[config.mk]
export PLATFORM = sky130hd
export DESIGN_NAME = mips_dump_ctrl_flat
export DESIGN_NICKNAME = d
export VERILOG_FILES = /design/src/rtl/mips_dbg_pkg.sv /design/src/rtl/mips_dump_ctrl_if.sv /design/src/rtl/dump_out_reg.sv /design/src/rtl/mips_dump_ctrl.sv /design/src/flat_wrapper.sv
export SDC_FILE = /design/constraint.sdc
export NUM_CORES = 1
export LEC_CHECK = 0
export ABC_AREA = 1
export BUFFER_PORTS_ARGS = -buffer_cell sky130_fd_sc_hd__buf_2
export CAP_MARGIN = 15
export CORE_UTILIZATION = 52
export CTS_CLUSTER_DIAMETER = 60
export DETAILED_ROUTE_END_ITERATION = 12
export PLACE_DENSITY = 0.93
export SLEW_MARGIN = 0
export SYNTH_ARGS = -nofsm -noshare
export SYNTH_HDL_FRONTEND = slang
export SYNTH_SLANG_ARGS = --single-unit
[constraint.sdc]
create_clock -name clk -period 2.55 [get_ports clk]
set_input_delay 0.3825 -clock clk [delete_from_list [all_inputs] [get_ports clk]]
set_output_delay 0.3825 -clock clk [all_outputs]
set_load 0.01 [all_outputs]
[src/rtl/mips_dbg_pkg.sv]
// Shared types for the MIPS debug dump controller: FSM states, beat kinds,
// halt causes and the beat descriptor used to walk the dump sequence.
package mips_dbg_pkg;

    localparam int IDX_W = 8;

    typedef enum logic [2:0] {
        ST_IDLE    = 3'd0,
        ST_RUN     = 3'd1,
        ST_FETCH   = 3'd2,
        ST_PRESENT = 3'd3,
        ST_DONE    = 3'd4
    } state_e;

    typedef enum logic [1:0] {
        KIND_PC  = 2'd0,
        KIND_REG = 2'd1,
        KIND_MEM = 2'd2
    } kind_e;

    typedef enum logic {
        CAUSE_CAP = 1'b0,
        CAUSE_PC  = 1'b1
    } cause_e;

    typedef struct packed {
        kind_e            kind;
        logic [IDX_W-1:0] index;
    } beat_t;

    // Data memory is word-indexed in the dump but byte-addressed on the bus.
    function automatic logic [IDX_W+1:0] word_byte_addr(input logic [IDX_W-1:0] idx);
        return {idx, 2'b00};
    endfunction

endpackage

[src/rtl/mips_dump_ctrl_if.sv]
// Dump-stream handshake bundle: the controller is the master, the consumer
// of the PC/REG/MEM beats is the slave.
interface mips_dump_ctrl_if #(
    parameter int DATA_W = 32
);
    import mips_dbg_pkg::*;

    logic              out_valid;
    logic              out_ready;
    kind_e             out_kind;
    logic [IDX_W-1:0]  out_index;
    logic [DATA_W-1:0] out_data;

    modport master (
        output out_valid, out_kind, out_index, out_data,
        input  out_ready
    );

    modport slave (
        input  out_valid, out_kind, out_index, out_data,
        output out_ready
    );

endinterface

[src/rtl/dump_out_reg.sv]
// Hold-until-ready output stage: loads one beat, keeps every field frozen
// while the consumer stalls, and drops valid on the accepting handshake.
module dump_out_reg
    import mips_dbg_pkg::*;
#(
    parameter int DATA_W = 32
) (
    input  logic              clk,
    input  logic              rst,
    input  logic              i_load,
    input  beat_t             i_beat,
    input  logic [DATA_W-1:0] i_data,
    output logic              o_fire,
    mips_dump_ctrl_if.master  dump
);

    logic              r_valid;
    kind_e             r_kind;
    logic [IDX_W-1:0]  r_index;
    logic [DATA_W-1:0] r_data;

    assign o_fire = r_valid && dump.out_ready;

    // NOTE: sequential state uses non-blocking assignments so every register
    // samples pre-edge values regardless of statement order.
    always_ff @(posedge clk) begin
        if (rst) begin
            r_valid <= 1'b0;
            r_kind  <= KIND_PC;
            r_index <= '0;
            r_data  <= '0;
        end else if (i_load) begin
            r_valid <= 1'b1;
            r_kind  <= i_beat.kind;
            r_index <= i_beat.index;
            r_data  <= i_data;
        end else if (o_fire) begin
            r_valid <= 1'b0;
        end
    end

    assign dump.out_valid = r_valid;
    assign dump.out_kind  = r_kind;
    assign dump.out_index = r_index;
    assign dump.out_data  = r_data;

endmodule

[src/rtl/mips_dump_ctrl.sv]
// Debug controller: runs the CPU until a PC breakpoint or cycle cap, then
// streams the halt PC, the register file and a window of data memory.
module mips_dump_ctrl
    import mips_dbg_pkg::*;
#(
    parameter int DATA_W     = 32,
    parameter int NUM_REGS   = 32,
    parameter int DMEM_WORDS = 12,
    parameter int MAX_CYCLES = 1000000
) (
    input  logic              clk,
    input  logic              rst,
    input  logic              start,
    input  logic              halt_pc_en,
    input  logic [DATA_W-1:0] halt_pc,
    input  logic [DATA_W-1:0] cpu_pc,
    output logic              cpu_run,
    output logic [IDX_W-1:0]  rf_raddr,
    input  logic [DATA_W-1:0] rf_rdata,
    output logic [DATA_W-1:0] dm_raddr,
    input  logic [DATA_W-1:0] dm_rdata,
    mips_dump_ctrl_if.master  dump,
    output logic              busy,
    output logic              done,
    output logic              halt_cause,
    output logic [31:0]       run_cycles
);

    localparam logic [IDX_W-1:0] LAST_REG = IDX_W'(NUM_REGS - 1);
    localparam logic [IDX_W-1:0] LAST_MEM = IDX_W'(DMEM_WORDS - 1);
    localparam logic [31:0]      CYC_CAP  = 32'(MAX_CYCLES);
    localparam bit               HAS_MEM  = (DMEM_WORDS > 0);

    state_e            r_state;
    logic              r_cpu_run;
    logic              r_busy;
    logic              r_done;
    cause_e            r_halt_cause;
    logic [31:0]       r_run_cycles;
    logic [DATA_W-1:0] r_pc_latch;
    beat_t             r_beat;
    logic [IDX_W-1:0]  r_rf_raddr;
    logic [DATA_W-1:0] r_dm_raddr;

    logic [31:0]       w_cycles_inc;
    logic              w_pc_hit;
    logic              w_cap_hit;
    beat_t             w_next;
    logic              w_last;
    logic [DATA_W-1:0] w_load_data;
    logic              w_load;
    logic              w_fire;

    assign w_cycles_inc = r_run_cycles + 32'd1;
    assign w_pc_hit     = halt_pc_en && (cpu_pc == halt_pc);
    assign w_cap_hit    = (w_cycles_inc >= CYC_CAP);
    assign w_load       = (r_state == ST_PRESENT) && !dump.out_valid;

    // NOTE: every always_comb output gets a default first so no path can
    // leave it unassigned and infer a latch.
    always_comb begin
        w_next = r_beat;
        w_last = 1'b0;
        unique case (r_beat.kind)
            KIND_PC:  w_next = '{kind: KIND_REG, index: '0};
            KIND_REG: begin
                if (r_beat.index == LAST_REG) begin
                    w_next = '{kind: KIND_MEM, index: '0};
                    w_last = !HAS_MEM;
                end else begin
                    w_next.index = r_beat.index + 1'b1;
                end
            end
            KIND_MEM: begin
                w_next.index = r_beat.index + 1'b1;
                w_last       = (r_beat.index == LAST_MEM);
            end
            default:  w_last = 1'b1;
        endcase
    end

    always_comb begin
        w_load_data = r_pc_latch;
        unique case (r_beat.kind)
            KIND_REG: w_load_data = rf_rdata;
            KIND_MEM: w_load_data = dm_rdata;
            default:  w_load_data = r_pc_latch;
        endcase
    end

    always_ff @(posedge clk) begin
        if (rst) begin
            r_state      <= ST_IDLE;
            r_cpu_run    <= 1'b0;
            r_busy       <= 1'b0;
            r_done       <= 1'b0;
            r_halt_cause <= CAUSE_CAP;
            r_run_cycles <= '0;
            r_pc_latch   <= '0;
            r_beat       <= '{kind: KIND_PC, index: '0};
            r_rf_raddr   <= '0;
            r_dm_raddr   <= '0;
        end else begin
            unique case (r_state)
                ST_IDLE, ST_DONE: begin
                    if (start) begin
                        r_state      <= ST_RUN;
                        r_cpu_run    <= 1'b1;
                        r_busy       <= 1'b1;
                        r_done       <= 1'b0;
                        r_halt_cause <= CAUSE_CAP;
                        r_run_cycles <= '0;
                    end
                end
                ST_RUN: begin
                    r_run_cycles <= w_cycles_inc;
                    // A breakpoint hit outranks the cap when both land together.
                    if (w_pc_hit || w_cap_hit) begin
                        r_state      <= ST_FETCH;
                        r_cpu_run    <= 1'b0;
                        r_halt_cause <= w_pc_hit ? CAUSE_PC : CAUSE_CAP;
                        r_pc_latch   <= cpu_pc;
                        r_beat       <= '{kind: KIND_PC, index: '0};
                    end
                end
                ST_FETCH: r_state <= ST_PRESENT;
                ST_PRESENT: begin
                    if (w_fire) begin
                        if (w_last) begin
                            r_state <= ST_DONE;
                            r_busy  <= 1'b0;
                            r_done  <= 1'b1;
                        end else begin
                            r_state <= ST_FETCH;
                            r_beat  <= w_next;
                            if (w_next.kind == KIND_REG)
                                r_rf_raddr <= w_next.index;
                            if (w_next.kind == KIND_MEM)
                                r_dm_raddr <= DATA_W'(word_byte_addr(w_next.index));
                        end
                    end
                end
                default: r_state <= ST_IDLE;
            endcase
        end
    end

    dump_out_reg #(
        .DATA_W (DATA_W)
    ) u_out_reg (
        .clk    (clk),
        .rst    (rst),
        .i_load (w_load),
        .i_beat (r_beat),
        .i_data (w_load_data),
        .o_fire (w_fire),
        .dump   (dump)
    );

    assign cpu_run    = r_cpu_run;
    assign busy       = r_busy;
    assign done       = r_done;
    assign halt_cause = r_halt_cause;
    assign run_cycles = r_run_cycles;
    assign rf_raddr   = r_rf_raddr;
    assign dm_raddr   = r_dm_raddr;

endmodule

[src/flat_wrapper.sv]
// flat-port wrapper written by rule: the top's interface ports become plain ports
module mips_dump_ctrl_flat import mips_dbg_pkg::*;
#(
    parameter int DATA_W     = 32,
    parameter int NUM_REGS   = 32,
    parameter int DMEM_WORDS = 12,
    parameter int MAX_CYCLES = 1000000
)
  (clk, rst, start, halt_pc_en, halt_pc, cpu_pc, cpu_run, rf_raddr, rf_rdata, dm_raddr, dm_rdata, busy, done, halt_cause, run_cycles, dump_out_valid, dump_out_kind, dump_out_index, dump_out_data, dump_out_ready);
  mips_dump_ctrl_if #(.DATA_W(DATA_W)) dump_i ();
  input  logic clk;
  input  logic rst;
  input  logic start;
  input  logic halt_pc_en;
  input  logic [DATA_W-1:0] halt_pc;
  input  logic [DATA_W-1:0] cpu_pc;
  output logic cpu_run;
  output logic [IDX_W-1:0] rf_raddr;
  input  logic [DATA_W-1:0] rf_rdata;
  output logic [DATA_W-1:0] dm_raddr;
  input  logic [DATA_W-1:0] dm_rdata;
  output logic busy;
  output logic done;
  output logic halt_cause;
  output logic [31:0] run_cycles;
  output wire logic [$bits(dump_i.out_valid)-1:0] dump_out_valid;
  output wire logic [$bits(dump_i.out_kind)-1:0] dump_out_kind;
  output wire logic [$bits(dump_i.out_index)-1:0] dump_out_index;
  output wire logic [$bits(dump_i.out_data)-1:0] dump_out_data;
  input wire logic [$bits(dump_i.out_ready)-1:0] dump_out_ready;
  assign dump_out_valid = dump_i.out_valid;
  assign dump_out_kind = dump_i.out_kind;
  assign dump_out_index = dump_i.out_index;
  assign dump_out_data = dump_i.out_data;
  assign dump_i.out_ready = dump_out_ready;
  mips_dump_ctrl #(.DATA_W(DATA_W), .NUM_REGS(NUM_REGS), .DMEM_WORDS(DMEM_WORDS), .MAX_CYCLES(MAX_CYCLES)) u_core (.clk(clk), .rst(rst), .start(start), .halt_pc_en(halt_pc_en), .halt_pc(halt_pc), .cpu_pc(cpu_pc), .cpu_run(cpu_run), .rf_raddr(rf_raddr), .rf_rdata(rf_rdata), .dm_raddr(dm_raddr), .dm_rdata(dm_rdata), .dump(dump_i), .busy(busy), .done(done), .halt_cause(halt_cause), .run_cycles(run_cycles));
endmodule
==> results.py, run 1 <==
metrics = {
    "status": {
        "outcome": "finished, final reports clean",
    },
    "cells_and_area": {
        "instances_no_fill": 1604,
        "seq_area_um2": 2810,
        "areaGrowthSynthToFinish_pct": 25.64,
        "fillers": 1239,
        "multi_input_area_um2": 4317,
        "nets": 1546,
        "drive_above_1_share_pct": 25.51,
    },
    "sta": {
        "hold_viol": 0,
        "slew_headroom_pct": 58.56,
        "period_needed_ns": 2.408,
        "setup_slack_ns": 0.1417,
        "fin_skew_ns": 0.009103,
        "drv_slew": 0,
        "rsz0062_at_grt": "yes",
        "finalCritPeriodShare_pct": 94.44,
        "setup_viol_count_final": 0,
        "fmax_ghz": 0.4152,
        "tns_ns": 0,
        "worst_pin_slew_ns": 0.6169,
    },
    "yosys": {
        "async_flop_share_pct": 0,
        "synth_cell_types": 39,
        "synth_seq_area_share_pct": 36.09,
        "synth-adder-area-share_pct": 0.9668,
        "synth_xor_xnor_area_share_pct": 2.369,
        "synthMuxAreaShare_pct": 0,
        "synth_top_family_by_area": "simple AND/OR/NAND/NOR gates",
        "syn_area_um2": 7765,
        "synth_simple_gate_area_share_pct": 33.79,
        "syn_inst": 1186,
        "synth_ff_type": "dfxtp_1",
        "ys.warnings.count": 0,
        "ys_ff_latch": 140,
        "postSynthAreaPerCell_um2": 6.547,
        "synth_compound_area_share_pct": 15.98,
        "synth_edf_count": 0,
    },
    "hold_path": {
        "hold_path_class": "in2reg",
    },
    "die": {
        "die_w_um": 124.2,
        "io_pins": 252,
        "die_area_um2": 15430,
        "row_count": 44,
        "initial_utilization_pct": 53.43,
        "chipHeight_um": 124.2,
        "core_area_um2": 14530,
    },
    "drt": {
        "viasPerCell": 5.391,
        "wl_per_cell_um": 14.83,
        "ant_nets": 0,
        "num_vias": 8647,
        "dr.first_iter.drc_count": 770,
        "dr.pass1.iters": 5,
        "wirelength_um": 23800,
        "post-route-drc-count": 0,
    },
    "placement": {
        "gp_congestion": 0.9859,
        "dp_cells": 1570,
        "place.port_buffers": 227,
        "dp_hpwl_um": 17600,
        "place_ws_ns": 0.1324,
    },
    "global_routing": {
        "grt_max_degree": 83,
        "antenna_found_initial": 1,
        "grt_overflow": 0,
        "grt_pass1_wl_um": 38070,
        "grt_usage_pct": 30.40,
        "grt_pass1_vias": 7894,
    },
    "critical_path": {
        "worstPathRequired_ns": 2.84,
        "critPathLaunchType": "flip-flop",
        "path_class": "reg2reg",
        "path_max_fanout": 16,
        "cp-end-kind": "flip-flop",
        "cp.arrival_ns": 2.70,
    },
    "clock_tree": {
        "cts_tree": "yes",
        "clk_pin_slew_ns": 0.06,
        "numCtsBuffers": 17,
        "cts_htree_levels": 4,
        "insertion_delay_ns": 0.42,
        "clkSinkCount": 140,
        "clockBufferDepth": 2,
        "cts-root-buf": "clkbuf_16",
    },
    "power": {
        "leakagePower_uw": 0.004257,
        "ir_drop_v": 0.0004297,
        "p_per_area_nw_per_um2": 548.6,
    },
    "job": {
        "max-cap-violations": 0,
    },
}
synthesized netlist by cell type, types with 2 or more instances:
cell type,n,area (um2)
nand2_1,325,1220
dfxtp_1,140,2803
a21oi_1,117,585.6
inv_1,101,379.1
o21ai_0,101,505.5
nand3_1,97,485.5
nor2_1,97,364.1
clkbuf_1,46,172.7
buf_4,28,210.2
nand4_1,17,106.4
nand2_2,16,100.1
a21oi_2,11,96.34
nor2_2,11,68.82
xnor2_1,11,96.34
xor2_1,10,87.58
nor3_1,8,40.04
or2_2,8,50.05
ha_1,6,75.07
nand3b_1,6,45.04
inv_2,4,15.01
a211oi_1,3,22.52
buf_6,3,33.78
nor3_2,3,30.03
nor4_1,2,12.51
area by class of cell:
type	count	area share, %
multi-input combinational	885	44.25
sequential	140	28.81
timing repair buffer	258	14.45
clock buffer	21	4.617
inverter	105	4.040
tap	184	2.360
clock inverter	10	1.449
antenna	1	0.02565
where the power goes:
| group | total, uW | internal [uW] | leakage, uW | switching (uW) |
|---|---|---|---|---|
| clock network | 2500 | 1560 | 0.000284 | 941 |
| logic | 588 | 204 | 0.00284 | 384 |
| registers | 2260 | 2230 | 0.00113 | 28.2 |
logic make-up after synthesis:
kind of cell / Yosys count
AOI/OAI and AO/OA: 236
adders and majority gates: 6
xor gates and xnor gates: 21
and+or+nand+nor: 597
DFF: 140
buffers and inverters: 185
other: 1
stage by stage:
stage	utilization, %	instance area (um2)	total power (uW)	hold WS [ns]
after CTS	66.34	9642	5351	0.2411
after floorplan	-	7851	2644	0.4359
after global placement	62.27	9050	2859	0.4296
after detailed placement	62.27	9050	2872	0.4364
after global routing	67.12	9756	5552	0.2592
final	67.12	9756	5352	0.2573
worst max-delay path, cell delays in order, from the launching register on:
cell     delay [ns]
dfxtp_1        0.43
nand2_1        0.13
nor2_2         0.20
nand2_1        0.14
nor2_2         0.17
nand2_1        0.07
nand2_1        0.06
nand2_1        0.07
nor2_1         0.13
nand4_1        0.16
nor2_4         0.18
nand2_4        0.16
buf_12         0.20
nand3_1        0.10
a21oi_2        0.07
flip-flops by register name, indices dropped and copies added, names as in the netlist:
name,count
u_core.dm_raddr,8
u_core.r_beat,10
u_core.u_out_reg.dump.out_index,8
u_core.u_out_reg.dump.out_valid,1
u_core.cpu_run,1
u_core.run_cycles,32
u_core.u_out_reg.dump.out_kind,2
u_core.halt_cause,1
u_core.busy,1
u_core.r_state,3
u_core.done,1
u_core.u_out_reg.dump.out_data,32
u_core.rf_raddr,8
u_core.r_pc_latch,32
metal layers:
layer,vias to the layer above,global-route usage [%],routed length (um)
li1,4239,-,-
met1,3919,39.01,10360
met2,431,49.37,11060
met3,58,6.336,1631
met4,0,12.76,746
met5,-,0,0
timing repair:
item / CTS / global route
endpoints found under the setup margin: 0 / 47
gates resized for setup: 0 / 21
hold buffers: 0 / 0
buffers inserted: 0 / 1
cells in the final DEF (no fill, tap or decap), types with 8 or more instances in the layout:
cell	Yosys	layout
a21oi_1	117	117
a21oi_2	11	11
buf_2	1	227
buf_4	28	27
clkbuf_16	0	17
conb_1	1	24
dfxtp_1	140	134
inv_1	101	101
nand2_1	325	325
nand2_2	16	14
nand3_1	97	96
nand4_1	17	17
nor2_1	97	94
nor2_2	11	12
nor3_1	8	8
o21ai_0	101	101
or2_2	8	8
xnor2_1	11	10
xor2_1	10	9
worst paths after layout:
kind                        start                   end  slack, ns  cells after the start
max          u_core.run_cycles[9]  u_core.r_pc_latch[5]       0.14                     14
min                         start     u_core.r_state[0]       0.26                      3
max reg2reg  u_core.run_cycles[9]  u_core.r_pc_latch[5]       0.14                     14
min reg2reg    u_core.rf_raddr[6]    u_core.rf_raddr[6]       0.44                      2
No activity file was read; power rests on OpenSTA's default activity.
==> inputs of run 2 (changes only) <==
Settings changed: CAP_MARGIN 15 to default, CORE_UTILIZATION 52 to 56, CTS_BUF_LIST from default to sky130_fd_sc_hd__clkbuf_16, PLACE_DENSITY 0.93 to 0.95.
Clock period 2.55 ns to 2.9 ns, I/O delays scaled along.
==> results.py, run 2 (synthesis gave the netlist of run 1 again) <==
metrics = {
    "status": {
        "outcome": "finished, final reports clean",
    },
    "cells_and_area": {
        "layout_common_cells": "nand2_1, buf_2, dfxtp_1",
        "postLayoutCoreUtil_pct": 70.70,
        "nets": 1525,
        "drive_above_1_share_pct": 23.59,
        "seq_area_um2": 2803,
        "multi_input_area_um2": 4244,
        "instances_no_fill": 1577,
        "final_common_cell": "nand2_1",
        "areaGrowthSynthToFinish_pct": 22.01,
        "fillers": 1155,
    },
    "hold_path": {
        "hold_path_class": "in2reg",
    },
    "power": {
        "leakagePower_uw": 0.004101,
        "p_total_uw": 4591,
        "p_per_area_nw_per_um2": 484.5,
        "ir_drop_v": 0.0004515,
    },
    "drt": {
        "num_vias": 8420,
        "dr.first_iter.drc_count": 671,
        "post-route-drc-count": 0,
        "wl_per_cell_um": 14.35,
        "ant_nets": 0,
        "viasPerCell": 5.339,
        "wirelength_um": 22630,
        "dr.pass1.iters": 5,
    },
    "clock_tree": {
        "insertion_delay_ns": 0.43,
        "cts_tree": "yes",
        "numCtsBuffers": 17,
        "ctsHoldBuffers": 0,
        "cts-root-buf": "clkbuf_16",
        "clockBufferDepth": 2,
        "clk_pin_slew_ns": 0.06,
        "clkSinkCount": 140,
        "cts_htree_levels": 4,
    },
    "global_routing": {
        "grt_pass1_vias": 7498,
        "grt_max_degree": 83,
        "grt_overflow": 0,
        "grt_pass1_wl_um": 35910,
        "antenna_found_initial": 4,
        "grt_usage_pct": 31.64,
    },
    "critical_path": {
        "worstPathRequired_ns": 3.17,
        "critical_path_cell_count": 13,
        "setup.worst_path.end": "u_core.r_pc_latch[29]",
        "path_max_fanout": 34,
        "r2r_slack_ns": 0.25,
        "cp_num_buf_inv": 1,
        "path_class": "reg2reg",
        "r2r_start": "u_core.run_cycles[0]",
        "r2r_end": "u_core.r_pc_latch[29]",
        "cp-end-kind": "flip-flop",
        "critPathLaunchType": "flip-flop",
        "critPathLaunch": "u_core.run_cycles[0]",
        "critPathSlowestCell": "dfxtp_1",
        "crit_family": "simple AND/OR/NAND/NOR gates",
        "slowest_delay_ns": 0.42,
        "reg2regPathDepth": 13,
        "crit_path_frequent_cell": "nand2_1",
        "cp.arrival_ns": 2.92,
        "crit_chain": "ha_1 > nand3_1 > inv_1 > nand2_1 > nor2_2 > nand2_1 > xor2_1 > nor3_2 > nand2_1 > nand2_4 > nand2_8 > nand2_1 > a21oi_1",
    },
    "die": {
        "die_area_um2": 14340,
        "initial_utilization_pct": 57.95,
        "io_pins": 252,
        "row_count": 42,
        "chipHeight_um": 119.8,
        "core_area_um2": 13400,
        "die_w_um": 119.8,
    },
    "sta": {
        "fin_skew_ns": 0.008457,
        "worst_pin_slew_ns": 0.9411,
        "drv_slew": 0,
        "fmax_ghz": 0.3773,
        "rsz0062_at_grt": "yes",
        "finalCritPeriodShare_pct": 91.39,
        "slew_headroom_pct": 37.26,
        "period_needed_ns": 2.650,
        "setup_viol_count_final": 0,
        "hold_viol": 0,
    },
    "job": {
        "max-cap-violations": 0,
    },
    "placement": {
        "gp_congestion": 0.9556,
        "place.port_buffers": 227,
        "dp_cells": 1542,
        "dp_hpwl_um": 16450,
    },
}
[run 2: cell types whose count changed in the layout (fill, tap and decap cells not counted), moves of 3 or more]
cell      change
buf_4        -19
clkbuf_1      -3
dfxtp_1       +6
dfxtp_2       -6
inv_6         +3
[run 2: timing repair]
action,CTS,global route
resized for setup,0,1
endpoints found under the setup margin,0,7
buffers inserted,0,0
[run 2: final cells by class]
type / instances / area share (%)
Tap cell: 176 / 2.324
Antenna cell: 2 / 0.05283
Inverter: 105 / 4.160
Sequential cell: 140 / 29.58
Clock buffer: 17 / 4.490
Clock inverter: 15 / 1.545
Timing Repair Buffer: 237 / 13.05
Multi-Input combinational cell: 885 / 44.80
[run 2: worst min path at each step]
stage / slack, ns / start / cells after the start / end
3_5_place_dp: 0.43 / u_core.rf_raddr[7] / 2 / u_core.rf_raddr[7]
6_report: 0.29 / cpu_pc[12] / 3 / u_core.r_pc_latch[12]
2_1_floorplan: 0.44 / u_core.r_pc_latch[12] / 2 / u_core.r_pc_latch[12]
3_3_place_gp: 0.43 / u_core.rf_raddr[7] / 2 / u_core.rf_raddr[7]
5_1_grt: 0.30 / cpu_pc[29] / 3 / u_core.r_pc_latch[29]
4_1_cts: 0.27 / cpu_pc[12] / 3 / u_core.r_pc_latch[12]
[run 2: worst min-delay path: stages]
cell	delay [ns]
buf_2	0.11
nand3_1	0.07
a21oi_1	0.06
[run 2: where the power goes]
group          leakage [uW]  total (uW)  switching [uW]  internal (uW)
clock network      0.000279        2110             853           1260
registers           0.00113        1990            24.9           1960
logic               0.00269         487             319            168
[run 2: routing by layer]
layer,part of all wire (%),global-route usage [%],up-vias
met5,0.10,0,-
met4,3.6,15.78,4
met3,7.4,6.606,73
met2,46,51.59,396
met1,43,39.56,3754
li1,-,-,4193
[run 2: metrics by stage]
stage	setup TNS [ns]	hold slack, ns	setup slack (ns)	instance area, um2
floorplan	0	0.4359	0.7442	7851
global placement	0	0.4298	0.3525	8877
detailed placement	0	0.4318	0.2895	8877
CTS	0	0.2749	0.2650	9449
global route	-0.01065	0.2961	-0.01001	9472
finish	0	0.2909	0.2497	9474
